$ cat config.mk
export PLATFORM = sky130hd
export DESIGN_NAME = cam_lot_aged
export DESIGN_NICKNAME = d
export VERILOG_FILES = /design/src/rtl/cam_lot_aged.sv
export SDC_FILE = /design/constraint.sdc
export NUM_CORES = 1
export LEC_CHECK = 0
export CAP_MARGIN = 20
export CORE_MARGIN = 4
export CORE_UTILIZATION = 50
export DETAILED_ROUTE_END_ITERATION = 10
export GPL_ROUTABILITY_DRIVEN = 0
export PLACE_DENSITY = 0.68
export REMOVE_ABC_BUFFERS = 1
export SLEW_MARGIN = 20
export SYNTH_ARGS = -nofsm -noshare
export SYNTH_HDL_FRONTEND = slang
export SYNTH_SLANG_ARGS = --single-unit
$ cat constraint.sdc
create_clock -name clk -period 9.4 [get_ports clk]
set_clock_uncertainty 0.1 [all_clocks]
set_input_delay 1.41 -clock clk [delete_from_list [all_inputs] [get_ports clk]]
set_output_delay 1.41 -clock clk [all_outputs]
set_load 0.01 [all_outputs]
$ cat src/rtl/cam_lot_aged.sv
// Tag CAM lot with per-entry saturating age counters and expiry on an external tick.
// Optional limbo FIFO of expired tags (GHOST responses) enabled by defining CAM_LIMBO_EN.
module cam_lot_aged #(
  parameter int TAG_WIDTH   = 16,
  parameter int DEPTH       = 8,
  parameter int AGE_WIDTH   = 4,
  parameter int MAX_AGE     = 12,
  parameter int LIMBO_DEPTH = 2
) (
  input  logic                     clk,
  input  logic                     rst,
  input  logic                     req_valid,
  output logic                     req_ready,
  input  logic [1:0]               req_op,
  input  logic [TAG_WIDTH-1:0]     req_tag,
  input  logic                     age_tick,
  output logic                     rsp_valid,
  input  logic                     rsp_ready,
  output logic [2:0]               rsp_status,
  output logic [TAG_WIDTH-1:0]     rsp_tag,
  output logic [$clog2(DEPTH)-1:0] rsp_index,
  output logic [AGE_WIDTH-1:0]     rsp_age,
  output logic [$clog2(DEPTH):0]   occupancy,
  output logic [15:0]              expired_cnt
);
  localparam int IW = $clog2(DEPTH);
  localparam logic [AGE_WIDTH-1:0] AMAX = AGE_WIDTH'(MAX_AGE);

  typedef enum logic [1:0] {S_IDLE, S_SEARCH, S_RESP} state_t;
  typedef enum logic [1:0] {OP_PARK = 2'd0, OP_RETRIEVE = 2'd1, OP_PEEK = 2'd2, OP_FLUSH = 2'd3} op_t;
  typedef enum logic [2:0] {ST_OK = 3'd0, ST_FULL = 3'd1, ST_DUP = 3'd2, ST_MISS = 3'd3, ST_GHOST = 3'd4} status_t;

  state_t                 r_state, w_state_nx;
  op_t                    r_op;
  logic [TAG_WIDTH-1:0]   r_req_tag;
  logic [DEPTH-1:0]       r_valid, w_valid_nx, w_exp;
  logic [AGE_WIDTH-1:0]   r_age    [DEPTH];
  logic [AGE_WIDTH-1:0]   w_age_nx [DEPTH];
  logic [TAG_WIDTH-1:0]   r_tag    [DEPTH];
  logic                   w_match, w_free, w_wr_en, w_search;
  logic [IW-1:0]          w_midx, w_fidx;
  status_t                w_st;
  logic [TAG_WIDTH-1:0]   w_rtag;
  logic [IW-1:0]          w_ridx;
  logic [AGE_WIDTH-1:0]   w_rage;
  logic [IW:0]            w_occ_nx, w_exp_n;
  logic [16:0]            w_exp_sum;
  logic [2:0]             r_rsp_status;
  logic [TAG_WIDTH-1:0]   r_rsp_tag;
  logic [IW-1:0]          r_rsp_index;
  logic [AGE_WIDTH-1:0]   r_rsp_age;
  logic [IW:0]            r_occ;
  logic [15:0]            r_expired;

  assign w_search    = (r_state == S_SEARCH);
  assign rsp_status  = r_rsp_status;
  assign rsp_tag     = r_rsp_tag;
  assign rsp_index   = r_rsp_index;
  assign rsp_age     = r_rsp_age;
  assign occupancy   = r_occ;
  assign expired_cnt = r_expired;

  always_ff @(posedge clk) begin
    if (!rst) r_state <= S_IDLE;
    else      r_state <= w_state_nx;
  end

  always_comb begin
    w_state_nx = r_state;
    req_ready  = 1'b0;
    rsp_valid  = 1'b0;
    case (r_state)
      S_IDLE: begin
        req_ready = 1'b1;
        if (req_valid) w_state_nx = S_SEARCH;
      end
      S_SEARCH: w_state_nx = S_RESP;
      S_RESP: begin
        rsp_valid = 1'b1;
        if (rsp_ready) w_state_nx = S_IDLE;
      end
      default: w_state_nx = S_IDLE;
    endcase
  end

  // Lowest matching and lowest free slot, both from pre-tick state.
  always_comb begin
    w_match = 1'b0;
    w_midx  = '0;
    w_free  = 1'b0;
    w_fidx  = '0;
    for (int unsigned i = 0; i < DEPTH; i++) begin
      if (!w_match && r_valid[i] && (r_tag[i] == r_req_tag)) begin
        w_match = 1'b1;
        w_midx  = IW'(i);
      end
      if (!w_free && !r_valid[i]) begin
        w_free = 1'b1;
        w_fidx = IW'(i);
      end
    end
  end

`ifdef CAM_LIMBO_EN
  localparam int LW = (LIMBO_DEPTH > 1) ? $clog2(LIMBO_DEPTH) : 1;
  logic [LIMBO_DEPTH-1:0] r_lv, w_lv_nx;
  logic [TAG_WIDTH-1:0]   r_lt    [LIMBO_DEPTH];
  logic [TAG_WIDTH-1:0]   w_lt_nx [LIMBO_DEPTH];
  logic [LW-1:0]          r_lptr, w_lptr_nx;
  logic                   w_lhit;
  logic [LW-1:0]          w_lidx;

  always_comb begin
    w_lhit = 1'b0;
    w_lidx = '0;
    for (int unsigned i = 0; i < LIMBO_DEPTH; i++) begin
      if (!w_lhit && r_lv[i] && (r_lt[i] == r_req_tag)) begin
        w_lhit = 1'b1;
        w_lidx = LW'(i);
      end
    end
  end

  // Removals are applied before this edge's expiry pushes; pushes overwrite the oldest slot.
  always_comb begin
    w_lv_nx   = r_lv;
    w_lt_nx   = r_lt;
    w_lptr_nx = r_lptr;
    if (w_search && !w_match && w_lhit &&
        ((r_op == OP_RETRIEVE) || ((r_op == OP_PARK) && w_free)))
      w_lv_nx[w_lidx] = 1'b0;
    for (int unsigned i = 0; i < DEPTH; i++) begin
      if (w_exp[i]) begin
        w_lv_nx[w_lptr_nx] = 1'b1;
        w_lt_nx[w_lptr_nx] = r_tag[i];
        w_lptr_nx = (w_lptr_nx == LW'(LIMBO_DEPTH - 1)) ? '0 : w_lptr_nx + 1'b1;
      end
    end
    if (w_search && (r_op == OP_FLUSH)) begin
      w_lv_nx   = '0;
      w_lptr_nx = '0;
    end
  end

  always_ff @(posedge clk) begin
    if (!rst) begin
      r_lv   <= '0;
      r_lptr <= '0;
    end else begin
      r_lv   <= w_lv_nx;
      r_lptr <= w_lptr_nx;
    end
  end

  always_ff @(posedge clk) r_lt <= w_lt_nx;
`endif

  // Aging first, then the SEARCH commit overrides it for the touched slots.
  always_comb begin
    w_valid_nx = r_valid;
    w_age_nx   = r_age;
    w_exp      = '0;
    w_wr_en    = 1'b0;
    if (age_tick) begin
      for (int unsigned i = 0; i < DEPTH; i++) begin
        if (r_valid[i]) begin
          w_age_nx[i] = (r_age[i] == AMAX) ? AMAX : r_age[i] + 1'b1;
          if (w_age_nx[i] == AMAX) begin
            w_valid_nx[i] = 1'b0;
            w_exp[i]      = 1'b1;
          end
        end
      end
    end
    if (w_search) begin
      case (r_op)
        OP_PARK: begin
          if (!w_match && w_free) begin
            w_valid_nx[w_fidx] = 1'b1;
            w_age_nx[w_fidx]   = '0;
            w_wr_en            = 1'b1;
          end
        end
        OP_RETRIEVE: begin
          if (w_match) begin
            w_valid_nx[w_midx] = 1'b0;
            w_exp[w_midx]      = 1'b0;
          end
        end
        OP_FLUSH: begin
          w_valid_nx = '0;
          w_exp      = '0;
        end
        default: ;
      endcase
    end
  end

  always_comb begin
    w_st   = ST_OK;
    w_rtag = r_req_tag;
    w_ridx = '0;
    w_rage = '0;
    case (r_op)
      OP_PARK: begin
        if (w_match) begin
          w_st   = ST_DUP;
          w_ridx = w_midx;
          w_rage = r_age[w_midx];
        end else if (!w_free) begin
          w_st = ST_FULL;
        end else begin
          w_ridx = w_fidx;
        end
      end
      OP_RETRIEVE, OP_PEEK: begin
        if (w_match) begin
          w_rtag = r_tag[w_midx];
          w_ridx = w_midx;
          w_rage = r_age[w_midx];
        end
`ifdef CAM_LIMBO_EN
        else if (w_lhit) begin
          w_st   = ST_GHOST;
          w_rtag = r_lt[w_lidx];
          w_ridx = IW'(w_lidx);
          w_rage = AMAX;
        end
`endif
        else begin
          w_st = ST_MISS;
        end
      end
      default: ;
    endcase
  end

  always_comb begin
    w_occ_nx = '0;
    w_exp_n  = '0;
    for (int unsigned i = 0; i < DEPTH; i++) begin
      w_occ_nx = w_occ_nx + {{IW{1'b0}}, w_valid_nx[i]};
      w_exp_n  = w_exp_n + {{IW{1'b0}}, w_exp[i]};
    end
    w_exp_sum = {1'b0, r_expired} + 17'(w_exp_n);
  end

  always_ff @(posedge clk) begin
    if (!rst) begin
      r_valid      <= '0;
      r_occ        <= '0;
      r_expired    <= '0;
      r_op         <= OP_PARK;
      r_req_tag    <= '0;
      r_rsp_status <= '0;
      r_rsp_tag    <= '0;
      r_rsp_index  <= '0;
      r_rsp_age    <= '0;
      for (int unsigned i = 0; i < DEPTH; i++) r_age[i] <= '0;
    end else begin
      r_valid   <= w_valid_nx;
      r_age     <= w_age_nx;
      r_occ     <= w_occ_nx;
      r_expired <= w_exp_sum[16] ? 16'hFFFF : w_exp_sum[15:0];
      if (req_valid && req_ready) begin
        r_op      <= op_t'(req_op);
        r_req_tag <= req_tag;
      end
      if (w_search) begin
        r_rsp_status <= w_st;
        r_rsp_tag    <= w_rtag;
        r_rsp_index  <= w_ridx;
        r_rsp_age    <= w_rage;
      end
    end
  end

  always_ff @(posedge clk) begin
    if (w_wr_en) r_tag[w_fidx] <= r_req_tag;
  end

endmodule

==> results of run 1 <==
[worst max-delay path: stages, from the launching register on]
cell,delay (ns)
dfxtp_1,0.98
xnor2_1,0.21
nand4_1,0.12
nor4_1,0.85
or2_2,0.26
a21oi_1,0.11
o21ai_0,0.17
nand2_1,0.13
a21oi_1,0.20
fa_1,0.48
fa_1,0.55
inv_1,0.06
fa_1,0.50
fa_1,0.45
inv_1,0.08
fa_1,0.20
a21oi_1,0.08
nor2_1,0.10
nor2_1,0.07
nor2b_1,0.16
nand2b_1,0.13
or3_1,0.56
a21oi_1,0.20
[stage by stage]
| step | instance area, um2 | setup WS (ns) | instances | util | hold slack, ns |
|---|---|---|---|---|---|
| final | 15100 | 2.60 | 1768 | 0.578 | 0.360 |
| after global routing | 15100 | 2.26 | 1768 | 0.578 | 0.395 |
| after CTS | 15100 | 2.68 | 1768 | 0.578 | 0.358 |
| after detailed placement | 14200 | 2.63 | 1722 | 0.545 | 0.350 |
| after global placement | 14200 | 2.71 | 1722 | 0.545 | 0.344 |
| after floorplan | 12800 | 3.37 | 1286 | - | 0.366 |
[state kept, by name, indices dropped and copies added, names as in the netlist, 4 cells and up]
name	cells
r_valid	8
expired_cnt	16
rsp_tag	16
r_age	32
occupancy	4
rsp_age	4
r_tag	128
r_req_tag	16
[cells by family after synthesis]
kind of cell    after synthesis  synth area share
compound gates              253             0.124
xor+xnor                    139            0.0957
fa+ha+maj                    39            0.0420
buf+inv                     114            0.0418
flops                       233             0.449
mux                          80            0.0620
other cells                   1          0.000283
simple gates                497             0.185
[layer usage]
layer | vias up | share of wire
li1 | 5007 | -
met1 | 5203 | 0.43
met2 | 475 | 0.45
met3 | 111 | 0.073
met4 | 0 | 0.051
met5 | - | 0
[power by group through the flow]
stage | sequential (mW) | clock, mW | combinational, mW
after detailed placement | 1.14 | 0 | 0.189
after global placement | 1.14 | 0 | 0.186
after floorplan | 1.15 | 0 | 0.0952
after global routing | 1.12 | 1.08 | 0.208
after CTS | 1.12 | 1.03 | 0.190
final | 1.12 | 1.02 | 0.191
[area by class of cell]
cell class | count | area, um2
Clock buffer | 41 | 830
Clock inverter | 5 | 40.0
Fill cell | 2259 | 11000
Inverter | 44 | 165
Multi-Input combinational cell | 1009 | 6740
Sequential cell | 233 | 5950
Tap cell | 335 | 419
Timing Repair Buffer | 101 | 931
[how the worst min path moves through the flow]
stage                               to  slack (ns)         start  depth (start not counted)
final                     r_req_tag[5]        0.36  r_req_tag[5]                          2
after global routing      rsp_index[1]        0.39  rsp_index[1]                          2
after CTS                 r_req_tag[5]        0.36  r_req_tag[5]                          2
after detailed placement  r_req_tag[5]        0.35  r_req_tag[5]                          2
after global placement    r_req_tag[5]        0.34  r_req_tag[5]                          2
after floorplan              r_age[13]        0.37     r_age[13]                          2
[synthesized netlist by cell type, drive strengths merged (10+ instances only)]
| cell | n | share of area |
|---|---|---|
| nand2 | 152 | 0.043 |
| edfxtp | 128 | 0.29 |
| nor2 | 125 | 0.035 |
| xnor2 | 109 | 0.076 |
| dfxtp | 105 | 0.16 |
| a21oi | 103 | 0.039 |
| mux2i | 65 | 0.049 |
| nand3 | 52 | 0.020 |
| inv | 44 | 0.012 |
| nand4 | 43 | 0.020 |
| clkbuf | 39 | 0.011 |
| o21ai | 38 | 0.014 |
| buf | 31 | 0.018 |
| ha | 30 | 0.028 |
| xor2 | 30 | 0.020 |
| nor3 | 19 | 0.0076 |
| a211oi | 18 | 0.010 |
| nand2b | 16 | 0.0076 |
| or2 | 16 | 0.0076 |
| mux2 | 15 | 0.013 |
| o211ai | 15 | 0.0085 |
| o31ai | 14 | 0.0083 |
| nor4 | 13 | 0.0061 |
| o21a | 12 | 0.0068 |
| and2 | 10 | 0.0047 |
==> impl_results.md, run 1 <==
- Final Total Pwr: 2.33 mW
- Commonest non-fill, non-tap cell in the layout: nand2_1
- R2r startpoint: r_req_tag[8]
- Largest net degree at the start of global routing: 54
- Relative slew slack: 0.297
- Met2 usage: 0.399
- Slew Limit Fails: 0
- Core area: 0.0261 mm2
- DR vias/cell: 6.11
- Vias in the first global route: 10,200
- Yosys cell types: 80
- Num CTS Buffers: 25
- Detailed placement HPWL: 27.2 mm
- MaxCap Viol Count: 0
- Routed via count: 10,800
- Clock root buffer: clkbuf_16
- Die H: roughly 170 um
- GRT Total Usage: 0.253
- Internal reg-to-reg setup slack: 2.60 ns
- Die ar.: just under 0.03 mm2
- Post-Syn Instances: between 1,000 and 1,500
- Layout cell share with drive strength beyond 1: 0.0837
- GR peak layer: met2
- H-Tree Depth: 1
- CTS tree: built
- Leakage: between 5 and 6 nW
- WP data arrival: ~7 ns
- DRT Pass-1 Iters: 5
- Sw power: approximately 0.55 mW
- Die width: 171 um
- Starting density of the core: 0.508
- Initial antenna violation count: 0
- Async set or reset register ratio after synthesis: 0
- R2R cell count: 22
- Initial DRC count: 1,048
- Critical R2R Capture: expired_cnt[1]
- Commonest cells after routing, fill and taps aside: 151 x nand2_1, 128 x edfxtp_1, 124 x nor2_1, 105 x dfxtp_1, 104 x xnor2_1
- Hold Buf Count CTS: 0
- Met1 Usage GRT: 0.351
- Post-CTS Setup Inserts: 0
- CP startpoint kind: flop
- Max IR drop VDD: 0.139 mV
- Int Pwr: between 1.5 and 2 mW
- Post-Route Setup TNS: 0 ns
- Crit-path max FO: 18
- Register bit total from synthesis: ~230
- Yosys warns: 0
- Final min period: 6.80 ns
- CP required: 9.77 ns
- Wire length of the first global-routing pass: approximately 58 mm
- RSZ-0062 raised after global routing: no
- Post-synth EDFFs: 128
- Clk sinks: about 230
- Crit. End Element: flop
- PwrDens: about 150 mW/mm2
- CP Class: flop to flop
- Post-cts resize count: 0
- Port Buffers: 69
- Tightest Pin Transition: 1.06 ns
- Sequential share of power: 0.480
- Primary FF master, synth: edfxtp_1
- CP startpoint: r_req_tag[8]
- Combinational share of power: 0.082
- Clock Latency Late Sink: around 0.54 ns
- Worst setup path endpoint: expired_cnt[1]
- Area delta synth->final: 13.9%
- Wire per inst: between 20 and 25 um
- Grt met3 use: 0.0342
- Final net count: around 1,500
- Clock Pin Slew Worst Setup and Hold Paths: ~0.060 ns
- Tcrit/Tclk final: 0.724
- Post-Syn Area: approximately 0.013 mm2
- Maximum buffer depth of the clock tree: 3
- Setup violations, final: 0
- # DRC: 0
- FMAX: 147 MHz
- Drt total wl: about 38 mm
- Clock network power share: 0.438
- Run status: finished clean
- Row count: around 60
- Worst hold path class: flop to flop
- Switching Share: 0.238
- Post-route ant nets: 0
- Synth Area per Inst: between 9 and 10 um2
- Grt ovf: 0
- Number of top-level pins: 71
- Antenna diode count: 0
- Final hold vios: 0
- Sequential-to-total area share from yosys stat: 0.449
Power figures use the tool's default switching activity.
==> inputs of run 2 (changes only) <==
--- a/config.mk
+++ b/config.mk
@@ -10,7 +10,7 @@
 export CORE_UTILIZATION = 50
 export DETAILED_ROUTE_END_ITERATION = 10
 export GPL_ROUTABILITY_DRIVEN = 0
-export PLACE_DENSITY = 0.68
+export PLACE_DENSITY = 0.71
 export REMOVE_ABC_BUFFERS = 1
 export SLEW_MARGIN = 20
 export SYNTH_ARGS = -nofsm -noshare
==> constraint.sdc (replaced) <==
create_clock -name clk -period 5.6 [get_ports clk]
set_clock_uncertainty 0.1 [all_clocks]
set_input_delay 0.84 -clock clk [delete_from_list [all_inputs] [get_ports clk]]
set_output_delay 0.84 -clock clk [all_outputs]
set_load 0.01 [all_outputs]
==> run 2 against run 1 <==
Against the previous run: count of clock-buffer cells in the layout is 7 lower; register-to-register slack worse by 2.5 ns; non-clock buffer count is 107 higher; sequential share of layout area shrank 2.8 points; core utilization is 4.4 points higher; critical endpoint is now expired_cnt[11]; design area rose by 7.7%; critical path depth unchanged; wire length rose by 6.1%; highest routed layer unchanged; sequential cell count did not move.
==> impl_results.md, run 2 (synthesized netlist as in run 1, its figures left out) <==
- Run status: finished clean
- Hold Crit Start: rsp_index[1]
- CP bufs+invs: 3
- Cells after DPL: 1,826
- # DRC: 0
- Met1 Usage GRT: 0.354
- Final hold vios: 0
- WP data arrival: about 5.9 ns
- Clock root buffer: clkbuf_16
- Number of top-level pins: 71
- Wire length of the first global-routing pass: a little over 60 mm
- Starting density of the core: 0.508
- Cell Count, Final, Fillers Out: 1,878
- Worst stage delay on the critical path: 0.50 ns
- Finished layout cell area: 0.0162 mm2
- Commonest non-fill, non-tap cell in the layout: nand2_1
- Commonest cells after routing, fill and taps aside: 150 x nand2_1, 129 x buf_4, 128 x edfxtp_1, 121 x nor2_1, 100 x dfxtp_1
- Die H: between 150 and 200 um
- MaxCap Viol Count: 0
- Grt met3 use: 0.0409
- Clock Pin Slew Worst Setup and Hold Paths: around 0.06 ns
- Clk sinks: between 200 and 250
- Relative slew slack: 0.342
- FMAX: 181 MHz
- CP Cell Sequence: buf_12 > xor2_2 > nor4_2 > nand4_1 > o221a_2 > o21ai_2 > nand2_2 > a21oi_2 > fa_1 > fa_1 > inv_1 > fa_1 > fa_2 > inv_2 > fa_2 > a21oi_2 > nor2_1 > nor2_1 > nor2b_1 > nand2b_1 > or3_4 > a21oi_1
- Top reg by flops: r_tag
- RSZ-0062 raised after global routing: yes
- CP Class: flop to flop
- Row count: 59
- Leakage: approximately 5.8 nW
- Clock Latency Late Sink: 0.55 ns
- DP Area: about 0.015 mm2
- Cell mode on critical path: fa_1
- Area delta synth->final: 22.6%
- Tcrit/Tclk final: 0.984
- Routed via count: around 11,000
- Biggest regs: r_tag (128), r_age (32)
- Layout cell share with drive strength beyond 1: 0.172
- Worst hold path class: flop to flop
- Num CTS Buffers: 26
- Maximum buffer depth of the clock tree: 3
- Critical R2R Capture: expired_cnt[11]
- Hold EP: rsp_index[1]
- Tightest Pin Transition: between 0.9 and 1 ns
- WP depth: 22
- CP startpoint kind: flop
- Grt ovf: 0
- Setup violations, final: 0
- Crit-path max FO: 8
- Max reg flops: 128
- Final net count: ~1,600
- DRT Pass-1 Iters: 5
- Largest net degree at the start of global routing: 55
- Met2 usage: 0.428
- Wire per inst: 21.2 um
- H-Tree Depth: 1
- Die width: 171 um
- Detailed placement HPWL: 29.0 mm
- Initial DRC count: approximately 1,100
- Kind of cell adding the most delay to the critical path: adder cells
- Hold Buf Count CTS: 0
- Max IR drop VDD: 0.267 mV
- PwrDens: between 200 and 300 mW/mm2
- Port Buffers: between 60 and 70
- Core area: ~0.026 mm2
- R2R cell count: 22
- R2r startpoint: r_req_tag[9]
- Post-layout util: 0.623
- DR vias/cell: between 6 and 7
- Drt total wl: ~40 mm
- GRT Total Usage: 0.265
- Critical-path top delay cell: fa_1
- Final Total Pwr: between 4 and 5 mW
- Crit. End Element: flop
- Final min period: around 5.5 ns
- CP required: 5.96 ns
- Die ar.: 0.0291 mm2
- Post-route ant nets: 0
- Vias in the first global route: roughly 11,000
- Internal reg-to-reg setup slack: roughly 0.087 ns
- GR peak layer: met2
- Initial antenna violation count: 0
- Antenna diode count: 0
- Slew Limit Fails: 0
- Worst Hold Depth: 2
- CTS tree: built
run 2: final cells by class:
type,instances,area (um2)
Timing Repair Buffer,208,1850
Fill cell,2156,9840
Sequential cell,233,5950
Inverter,44,165
Multi-Input combinational cell,1010,6940
Tap cell,335,419
Clock buffer,34,681
Clock inverter,14,210
run 2: power breakdown:
group / switching (mW) / internal (mW)
combinational: 0.229 / 0.179
clock: 0.711 / 1.09
sequential: 0.0274 / 1.83
total: 0.967 / 3.10
run 2: worst max path at each step:
stage	from	end	slack (ns)
finish	r_req_tag[9]	expired_cnt[11]	0.09
global route	r_req_tag[9]	expired_cnt[14]	-0.20
CTS	r_req_tag[6]	expired_cnt[10]	0.04
detailed placement	age_tick	expired_cnt[11]	-0.45
global placement	age_tick	expired_cnt[1]	-0.31
floorplan	r_req_tag[0]	occupancy[2]	-0.43
run 2: stage by stage:
stage               worst slack (ns)  hold WS (ns)  TNS (ns)
floorplan                     -0.434         0.366     -1.13
CTS                           0.0400         0.366         0
finish                        0.0871         0.366         0
detailed placement            -0.453         0.358     -6.22
global route                  -0.205         0.399     -2.74
global placement              -0.310         0.350     -4.26
run 2: worst reg2reg max path, cell delays in order, from the launching register on:
cell	delay (ns)
dfxtp_2	0.33
buf_12	0.14
xor2_2	0.20
nor4_2	0.30
nand4_1	0.27
o221a_2	0.38
o21ai_2	0.17
nand2_2	0.09
a21oi_2	0.14
fa_1	0.44
fa_1	0.50
inv_1	0.06
fa_1	0.50
fa_2	0.39
inv_2	0.07
fa_2	0.22
a21oi_2	0.06
nor2_1	0.10
nor2_1	0.06
nor2b_1	0.14
nand2b_1	0.16
or3_4	0.45
a21oi_1	0.15
run 2: routing by layer:
layer  part of all wire  vias up
met1               0.42     5554
met4              0.052        0
met2               0.46      539
met5                  0        -
met3              0.073      134
li1                   -     5226
run 2: repair_timing:
| item | in CTS | in global routing |
|---|---|---|
| pin swaps | 11 | 21 |
| setup endpoints to repair | 16 | 18 |
| cloned | 1 | 0 |
| buffers inserted | 2 | 1 |
| resized for setup | 18 | 34 |
